**src/rtl/pipeline_hazard_ctrl_pkg.sv**
```systemverilog
// Shared definitions for the pipeline hazard controller: FSM state
// encoding, forwarding select codes and the forwarding priority helper.
package pipe_ctrl_pkg;

  typedef enum logic [1:0] {
    RUN      = 2'd0,
    MEM_WAIT = 2'd1,
    REDIRECT = 2'd2,
    LD_STALL = 2'd3
  } state_t;

  localparam logic [1:0] FWD_RF  = 2'd0;  // operand from register file
  localparam logic [1:0] FWD_MEM = 2'd1;  // operand from M-stage result
  localparam logic [1:0] FWD_WB  = 2'd2;  // operand from W-stage result

  // The younger M-stage result wins over the W-stage result.
  function automatic logic [1:0] fwd_pick(input logic m_hit, input logic w_hit);
    if (m_hit) begin
      return FWD_MEM;
    end else if (w_hit) begin
      return FWD_WB;
    end else begin
      return FWD_RF;
    end
  endfunction

endpackage

```
**src/rtl/pipeline_hazard_ctrl_if.sv**
```systemverilog
// Bundle of pipeline-stage fields consumed by the hazard controller and
// the stall/flush/forwarding controls it returns. master = pipeline side,
// slave = controller side.
interface pipeline_hazard_ctrl_if #(
  parameter int REG_ADDR_W = 5
);
  logic [REG_ADDR_W-1:0] d_rs1;
  logic [REG_ADDR_W-1:0] d_rs2;
  logic                  d_uses_rs1;
  logic                  d_uses_rs2;
  logic [REG_ADDR_W-1:0] e_rs1;
  logic [REG_ADDR_W-1:0] e_rs2;
  logic [REG_ADDR_W-1:0] e_rd;
  logic                  e_reg_write;
  logic                  e_is_load;
  logic                  e_redirect;
  logic [REG_ADDR_W-1:0] m_rd;
  logic                  m_reg_write;
  logic [REG_ADDR_W-1:0] w_rd;
  logic                  w_reg_write;
  logic                  dmem_req;
  logic                  dmem_ready;

  logic                  pc_write_en;
  logic                  fd_write_en;
  logic                  fd_flush;
  logic                  de_flush;
  logic                  pipe_hold;
  logic [1:0]            fwd_a_sel;
  logic [1:0]            fwd_b_sel;
  logic [31:0]           stall_count;
  logic [31:0]           flush_count;

  modport master (
    output d_rs1, d_rs2, d_uses_rs1, d_uses_rs2,
    output e_rs1, e_rs2, e_rd, e_reg_write, e_is_load, e_redirect,
    output m_rd, m_reg_write, w_rd, w_reg_write, dmem_req, dmem_ready,
    input  pc_write_en, fd_write_en, fd_flush, de_flush, pipe_hold,
    input  fwd_a_sel, fwd_b_sel, stall_count, flush_count
  );

  modport slave (
    input  d_rs1, d_rs2, d_uses_rs1, d_uses_rs2,
    input  e_rs1, e_rs2, e_rd, e_reg_write, e_is_load, e_redirect,
    input  m_rd, m_reg_write, w_rd, w_reg_write, dmem_req, dmem_ready,
    output pc_write_en, fd_write_en, fd_flush, de_flush, pipe_hold,
    output fwd_a_sel, fwd_b_sel, stall_count, flush_count
  );

endinterface

```
**src/rtl/pipeline_hazard_ctrl_forward_unit.sv**
```systemverilog
// Combinational forwarding select for one execute-stage source operand.
// x0 is never forwarded; the M stage has priority over the W stage.
module forward_unit
  import pipe_ctrl_pkg::*;
#(
  parameter int REG_ADDR_W = 5
) (
  input  logic [REG_ADDR_W-1:0] e_rs,
  input  logic [REG_ADDR_W-1:0] m_rd,
  input  logic                  m_reg_write,
  input  logic [REG_ADDR_W-1:0] w_rd,
  input  logic                  w_reg_write,
  output logic [1:0]            sel
);

  logic m_hit;
  logic w_hit;

  // Match the operand against each older in-flight writer.
  always_comb begin
    m_hit = m_reg_write && (m_rd != '0) && (m_rd == e_rs);
    w_hit = w_reg_write && (w_rd != '0) && (w_rd == e_rs);
    sel   = fwd_pick(m_hit, w_hit);
  end

endmodule

```
**src/rtl/pipeline_hazard_ctrl.sv**
```systemverilog
// Pipeline hazard controller: load-use stalls, redirect flushes, data
// memory wait holds and operand forwarding selects.
// Optional macro HAZARD_PERF_EN adds 32-bit stall/flush performance counters;
// without it the counter ports read 0 and no counter flops exist.
module pipeline_hazard_ctrl
  import pipe_ctrl_pkg::*;
#(
  parameter int FLUSH_CYCLES = 1,  // 1..7
  parameter int REG_ADDR_W   = 5
) (
  input logic                   clock,
  input logic                   reset,
  pipeline_hazard_ctrl_if.slave bus
);

  state_t     state_reg;
  state_t     state_next;
  logic [2:0] count_reg;   // remaining REDIRECT cycles; 0 when no redirect pending
  logic [2:0] count_next;

  logic pc_write_en;
  logic fd_write_en;
  logic fd_flush;
  logic de_flush;
  logic pipe_hold;
  logic mem_wait;
  logic load_use;
  logic in_redirect;

  logic [REG_ADDR_W-1:0] e_rs    [2];
  logic [1:0]            fwd_sel [2];

  // Hazard terms from the current pipeline contents.
  always_comb begin
    mem_wait = bus.dmem_req && !bus.dmem_ready;
    load_use = bus.e_is_load && bus.e_reg_write && (bus.e_rd != '0) &&
               ((bus.d_uses_rs1 && (bus.d_rs1 == bus.e_rd)) ||
                (bus.d_uses_rs2 && (bus.d_rs2 == bus.e_rd)));
    // A wait that interrupted a redirect resumes flushing once released,
    // which the frozen non-zero count remembers.
    in_redirect = (state_reg == REDIRECT) ||
                  ((state_reg == MEM_WAIT) && (count_reg != 3'd0));
  end

  // Next state and control outputs; mem-wait beats redirect beats load-use.
  always_comb begin
    pc_write_en = 1'b1;
    fd_write_en = 1'b1;
    fd_flush    = 1'b0;
    de_flush    = 1'b0;
    pipe_hold   = 1'b0;
    state_next  = state_reg;
    count_next  = count_reg;
    if (reset) begin
      pc_write_en = 1'b0;
      fd_write_en = 1'b0;
      fd_flush    = 1'b1;
      de_flush    = 1'b1;
      state_next  = RUN;
      count_next  = 3'd0;
    end else if (mem_wait) begin
      // Freeze everything; the redirect count (if any) is held.
      pc_write_en = 1'b0;
      fd_write_en = 1'b0;
      pipe_hold   = 1'b1;
      state_next  = MEM_WAIT;
    end else if (in_redirect) begin
      fd_flush = 1'b1;
      de_flush = 1'b1;
      if (count_reg <= 3'd1) begin
        state_next = RUN;
        count_next = 3'd0;
      end else begin
        state_next = REDIRECT;
        count_next = count_reg - 3'd1;
      end
    end else if (bus.e_redirect) begin
      // PC takes the target this cycle while younger instructions die.
      fd_flush = 1'b1;
      de_flush = 1'b1;
      if (FLUSH_CYCLES > 1) begin
        state_next = REDIRECT;
        count_next = 3'(FLUSH_CYCLES - 1);
      end else begin
        state_next = RUN;
      end
    end else if (load_use) begin
      pc_write_en = 1'b0;
      fd_write_en = 1'b0;
      de_flush    = 1'b1;
      state_next  = LD_STALL;
    end else begin
      state_next = RUN;
    end
  end

  // State and redirect count registers.
  always_ff @(posedge clock or posedge reset) begin
    if (reset) begin
      state_reg <= RUN;
      count_reg <= 3'd0;
    end else begin
      state_reg <= state_next;
      count_reg <= count_next;
    end
  end

  assign e_rs[0] = bus.e_rs1;
  assign e_rs[1] = bus.e_rs2;

  for (genvar gi = 0; gi < 2; gi++) begin : g_fwd
    forward_unit #(
      .REG_ADDR_W (REG_ADDR_W)
    ) u_fwd (
      .e_rs        (e_rs[gi]),
      .m_rd        (bus.m_rd),
      .m_reg_write (bus.m_reg_write),
      .w_rd        (bus.w_rd),
      .w_reg_write (bus.w_reg_write),
      .sel         (fwd_sel[gi])
    );
  end

  assign bus.pc_write_en = pc_write_en;
  assign bus.fd_write_en = fd_write_en;
  assign bus.fd_flush    = fd_flush;
  assign bus.de_flush    = de_flush;
  assign bus.pipe_hold   = pipe_hold;
  assign bus.fwd_a_sel   = reset ? FWD_RF : fwd_sel[0];
  assign bus.fwd_b_sel   = reset ? FWD_RF : fwd_sel[1];

`ifdef HAZARD_PERF_EN
  logic [31:0] stall_count_reg;
  logic [31:0] flush_count_reg;

  // Count stalled and bubbled cycles; wraps naturally at 2^32.
  always_ff @(posedge clock or posedge reset) begin
    if (reset) begin
      stall_count_reg <= 32'd0;
      flush_count_reg <= 32'd0;
    end else begin
      if (!pc_write_en) stall_count_reg <= stall_count_reg + 32'd1;
      if (de_flush)     flush_count_reg <= flush_count_reg + 32'd1;
    end
  end

  assign bus.stall_count = stall_count_reg;
  assign bus.flush_count = flush_count_reg;
`else
  assign bus.stall_count = 32'd0;
  assign bus.flush_count = 32'd0;
`endif

endmodule

```
**src/flat_wrapper.sv**
```systemverilog
// flat-port wrapper written by rule: the top's interface ports become plain ports
module pipeline_hazard_ctrl_flat import pipe_ctrl_pkg::*;
#(
  parameter int FLUSH_CYCLES = 1,         
  parameter int REG_ADDR_W   = 5
)
  (clock, reset, bus_d_rs1, bus_d_rs2, bus_d_uses_rs1, bus_d_uses_rs2, bus_e_rs1, bus_e_rs2, bus_e_rd, bus_e_reg_write, bus_e_is_load, bus_e_redirect, bus_m_rd, bus_m_reg_write, bus_w_rd, bus_w_reg_write, bus_dmem_req, bus_dmem_ready, bus_pc_write_en, bus_fd_write_en, bus_fd_flush, bus_de_flush, bus_pipe_hold, bus_fwd_a_sel, bus_fwd_b_sel, bus_stall_count, bus_flush_count);
  pipeline_hazard_ctrl_if #(.REG_ADDR_W(REG_ADDR_W)) bus_i ();
  input logic clock;
  input logic reset;
  input wire logic [$bits(bus_i.d_rs1)-1:0] bus_d_rs1;
  input wire logic [$bits(bus_i.d_rs2)-1:0] bus_d_rs2;
  input wire logic [$bits(bus_i.d_uses_rs1)-1:0] bus_d_uses_rs1;
  input wire logic [$bits(bus_i.d_uses_rs2)-1:0] bus_d_uses_rs2;
  input wire logic [$bits(bus_i.e_rs1)-1:0] bus_e_rs1;
  input wire logic [$bits(bus_i.e_rs2)-1:0] bus_e_rs2;
  input wire logic [$bits(bus_i.e_rd)-1:0] bus_e_rd;
  input wire logic [$bits(bus_i.e_reg_write)-1:0] bus_e_reg_write;
  input wire logic [$bits(bus_i.e_is_load)-1:0] bus_e_is_load;
  input wire logic [$bits(bus_i.e_redirect)-1:0] bus_e_redirect;
  input wire logic [$bits(bus_i.m_rd)-1:0] bus_m_rd;
  input wire logic [$bits(bus_i.m_reg_write)-1:0] bus_m_reg_write;
  input wire logic [$bits(bus_i.w_rd)-1:0] bus_w_rd;
  input wire logic [$bits(bus_i.w_reg_write)-1:0] bus_w_reg_write;
  input wire logic [$bits(bus_i.dmem_req)-1:0] bus_dmem_req;
  input wire logic [$bits(bus_i.dmem_ready)-1:0] bus_dmem_ready;
  output wire logic [$bits(bus_i.pc_write_en)-1:0] bus_pc_write_en;
  output wire logic [$bits(bus_i.fd_write_en)-1:0] bus_fd_write_en;
  output wire logic [$bits(bus_i.fd_flush)-1:0] bus_fd_flush;
  output wire logic [$bits(bus_i.de_flush)-1:0] bus_de_flush;
  output wire logic [$bits(bus_i.pipe_hold)-1:0] bus_pipe_hold;
  output wire logic [$bits(bus_i.fwd_a_sel)-1:0] bus_fwd_a_sel;
  output wire logic [$bits(bus_i.fwd_b_sel)-1:0] bus_fwd_b_sel;
  output wire logic [$bits(bus_i.stall_count)-1:0] bus_stall_count;
  output wire logic [$bits(bus_i.flush_count)-1:0] bus_flush_count;
  assign bus_i.d_rs1 = bus_d_rs1;
  assign bus_i.d_rs2 = bus_d_rs2;
  assign bus_i.d_uses_rs1 = bus_d_uses_rs1;
  assign bus_i.d_uses_rs2 = bus_d_uses_rs2;
  assign bus_i.e_rs1 = bus_e_rs1;
  assign bus_i.e_rs2 = bus_e_rs2;
  assign bus_i.e_rd = bus_e_rd;
  assign bus_i.e_reg_write = bus_e_reg_write;
  assign bus_i.e_is_load = bus_e_is_load;
  assign bus_i.e_redirect = bus_e_redirect;
  assign bus_i.m_rd = bus_m_rd;
  assign bus_i.m_reg_write = bus_m_reg_write;
  assign bus_i.w_rd = bus_w_rd;
  assign bus_i.w_reg_write = bus_w_reg_write;
  assign bus_i.dmem_req = bus_dmem_req;
  assign bus_i.dmem_ready = bus_dmem_ready;
  assign bus_pc_write_en = bus_i.pc_write_en;
  assign bus_fd_write_en = bus_i.fd_write_en;
  assign bus_fd_flush = bus_i.fd_flush;
  assign bus_de_flush = bus_i.de_flush;
  assign bus_pipe_hold = bus_i.pipe_hold;
  assign bus_fwd_a_sel = bus_i.fwd_a_sel;
  assign bus_fwd_b_sel = bus_i.fwd_b_sel;
  assign bus_stall_count = bus_i.stall_count;
  assign bus_flush_count = bus_i.flush_count;
  pipeline_hazard_ctrl #(.FLUSH_CYCLES(FLUSH_CYCLES), .REG_ADDR_W(REG_ADDR_W)) u_core (.clock(clock), .reset(reset), .bus(bus_i));
endmodule
```
**config.mk**
```make
export PLATFORM = sky130hd
export DESIGN_NAME = pipeline_hazard_ctrl_flat
export DESIGN_NICKNAME = d
export VERILOG_FILES = /design/src/rtl/pipeline_hazard_ctrl_pkg.sv /design/src/rtl/pipeline_hazard_ctrl_if.sv /design/src/rtl/pipeline_hazard_ctrl_forward_unit.sv /design/src/rtl/pipeline_hazard_ctrl.sv /design/src/flat_wrapper.sv
export SDC_FILE = /design/constraint.sdc
export NUM_CORES = 1
export LEC_CHECK = 0
export BUFFER_PORTS_ARGS = -buffer_cell sky130_fd_sc_hd__buf_2
export CAP_MARGIN = 10
export CORE_ASPECT_RATIO = 1.4
export CORE_MARGIN = 10
export CORE_UTILIZATION = 37
export CTS_CLUSTER_SIZE = 24
export DETAILED_ROUTE_END_ITERATION = 8
export GPL_TIMING_DRIVEN = 0
export PLACE_DENSITY = 0.89
export SETUP_SLACK_MARGIN = 0.3
export SLEW_MARGIN = 20
export SYNTH_ARGS = -nofsm -noshare
export SYNTH_HDL_FRONTEND = slang
export SYNTH_SLANG_ARGS = --single-unit
export TNS_END_PERCENT = 5
```
**constraint.sdc**
```tcl
create_clock -name clock -period 1.84 [get_ports clock]
set_clock_uncertainty 0.05 [all_clocks]
set_input_delay 0.276 -clock clock [delete_from_list [all_inputs] [get_ports clock]]
set_output_delay 0.276 -clock clock [all_outputs]
set_load 0.05 [all_outputs]
```
==> results.py <==
metrics = {
    "synthesis": {
        "synth_edf_count": 0,
        "synth_seq_area_share": 0.09960,
        "ys_ff_latch": 5,
        "syn_inst": 157,
        "synthesis.area_um2": 1256,
        "ys.flop_type": "dfrtp_1",
        "synth_cell_types": 35,
        "avgSynthCellArea_um2": 8.001,
        "yosysWarnings": 0,
        "async_reset_ff_frac": 1.000,
    },
    "detailed_routing": {
        "viasPerCell": 4.105,
        "postRouteAntennaNets": 0,
        "routed_wl_um": 4482,
        "routedWlPerCell_um": 13.42,
        "vias": 1371,
        "drtIter0Drc": 37,
        "drc": 0,
        "drt-pass1-iter-count": 5,
    },
    "finish": {
        "register_area_um2": 125.1,
        "largest_reg_flops": 3,
        "antenna_cells": 0,
        "mostFrequentLayoutCell": "buf_4",
        "fillCellCount": 265,
        "multi_input_area_um2": 1031,
        "layout_common_cells": "buf_4 (81), conb_1 (64), buf_2 (44)",
        "drive_gt1_frac": 0.5544,
        "final_nets": 344,
        "area_delta_synth_final_pct": 76.59,
    },
    "floorplanning": {
        "core.rowCount": 25,
        "core_area_um2": 3316,
        "start_util": 0.3789,
        "die_area_um2": 6159,
        "io_pins": 119,
        "die_w_um": 69.25,
        "die_h_um": 88.95,
    },
    "clock_tree": {
        "cts-htree-levels": 1,
        "cts_buffers": 3,
        "clk_path_buf_depth": 2,
        "clock_sinks": 5,
        "clock-root-buffer": "clkbuf_8",
        "clkLatencyLatePin_ns": 0.22,
        "clk_pin_slew_ns": 0.04,
        "cts_tree": "built",
    },
    "grt": {
        "grt_max_degree": 8,
        "antenna_found_initial": 0,
        "grt_pass1_vias": 1546,
        "overflow": 0,
        "grt_usage": 0.1291,
        "grt_first_pass_wirelength_um": 6555,
    },
    "power": {
        "ir_drop_v": 0.0003330,
        "clkPwrFrac": 0.212,
        "power_frac_comb": 0.673,
        "pwr_density_cell_nw_per_um2": 438.4,
        "intPower_uw": 470.7,
        "p_sw_frac": 0.5161,
        "switchingPower_uw": 502.0,
        "power_frac_seq": 0.115,
        "p_leak_uw": 0.001228,
        "power_uw": 972.6,
    },
    "critical_path": {
        "crit_chain": "inv_2 -> ha_4 -> nand2b_4 -> a211oi_4 -> o21ai_2 -> a31o_2 -> buf_8",
        "slowest_stage": "dfrtp_1",
        "cp-start-kind": "register",
        "crit_family": "compound AO/OA/AOI/OAI gates",
        "critPathMaxFanout": 4,
        "path_class": "reg2out",
        "end_kind": "output port",
        "worst-endpoint-required_ns": 1.51,
        "worstPathArrival_ns": 1.75,
        "worst_path_largest_cell_delay_ns": 0.38,
        "cp.buffers_inverters": 2,
    },
    "placed_design": {
        "hpwl_um": 3682,
        "pre_cts_slack_ns": -0.3878,
        "io_buffers": 54,
        "gp_congestion": 0.8510,
    },
    "sta": {
        "max_slew_margin": 0.5643,
        "hold_viol_final": 0,
        "fin_crit_ns": 2.079,
        "rsz0062_at_grt": "true",
        "fin_crit_sh": 1.130,
        "setup_ws_ns": -0.2393,
        "tns_ns": -1.154,
        "fmax_mhz": 480.9,
        "tightest_slew_ns": 0.6522,
        "slew_viol_final": 0,
        "setup_violations": 7,
    },
    "outcome": {
        "failed_checks": "setup timing",
        "status": "finished with violations",
    },
    "hold_path": {
        "hold_path_class": "in2reg",
    },
    "run": {
        "maxCapViolCount": 0,
    },
}
==> worst paths after layout <==
path	startpoint	to	slack, ns	depth (start not counted)
min in group asynchronous	reset	u_core.count_reg[2]	0.58	3
max in group asynchronous	reset	u_core.count_reg[0]	0.96	3
setup / recovery	u_core.count_reg[0]	bus_de_flush	-0.24	7
hold reg to reg	u_core.count_reg[2]	u_core.count_reg[2]	0.56	2
hold / removal	reset	u_core.count_reg[2]	0.26	2
setup reg to reg	u_core.count_reg[0]	u_core.count_reg[2]	-0.19	14
==> kinds of logic after synthesis <==
family	Yosys count	share of synthesized area
XOR/XNOR	30	0.2092
AND/OR/NAND/NOR	31	0.1494
other	1	0.002985
buffers and inverters	69	0.4004
flip-flops	5	0.09960
adder cells (fa/ha/maj)	3	0.02988
AO/OA/AOI/OAI	17	0.1006
multiplexers	1	0.007968
==> per-stage QoR <==
stage          instances  utilization  hold slack (ns)  instance area [µm²]
4_1_cts              333       0.6532           0.3258                 2166
2_1_floorplan        220            -         0.006698                 1553
5_1_grt              334       0.6691           0.2687                 2218
3_3_place_gp         314       0.5649           0.2438                 1873
3_5_place_dp         314       0.5649           0.2438                 1873
6_report             334       0.6691           0.2592                 2218
==> what timing repair did <==
action | 4_1_cts | 5_1_grt
pin swaps | 7 | 10
hold buffers | 1 | 0
gates resized for setup | 33 | 13
setup buffers | 14 | 1
hold endpoints to repair | 5 | 0
endpoints found under the setup margin | 10 | 12
==> synth_stat cells, types with 2 or more instances <==
cell type	instances	area [µm²]
inv_1	3	11.26
xnor2_1	20	175.2
o21ai_0	2	10.01
ha_1	3	37.54
a21oi_1	2	10.01
nor3_1	2	10.01
o22ai_1	2	12.51
nor2_1	3	11.26
nor4_2	2	25.02
nand2b_1	3	18.77
dfrtp_1	5	125.1
nor4_1	2	12.51
nand4_1	3	18.77
nand3_1	3	15.01
nand2_1	4	15.01
or4_1	4	30.03
xor2_1	10	87.58
nor2b_1	3	18.77
buf_4	65	488.0
==> final cells by class <==
| class | instances | area share |
|---|---|---|
| well taps | 40 | 0.02256 |
| clock buffers | 4 | 0.02030 |
| plain buffers | 65 | 0.2217 |
| flip-flops and latches | 5 | 0.05640 |
| multi-input cells | 146 | 0.4647 |
| inverters | 4 | 0.009024 |
| repair buffers | 70 | 0.2053 |
==> power by group through the flow <==
stage	logic (µW)	registers [µW]	clock network, µW
6_report	654	112	206
4_1_cts	639	112	200
2_1_floorplan	517	113	0
3_3_place_gp	610	113	0
5_1_grt	691	112	222
3_5_place_dp	613	113	0
==> routing by layer <==
layer	track usage	part of all wire	wire, µm	vias up
li1	-	-	-	676
met1	0.1017	0.30	1355	590
met2	0.2475	0.52	2318	99
met3	0.08111	0.16	711	6
met4	0.05505	0.021	95	0
met5	0	0	0	-
Note: power is estimated with default switching activity, not from simulation.
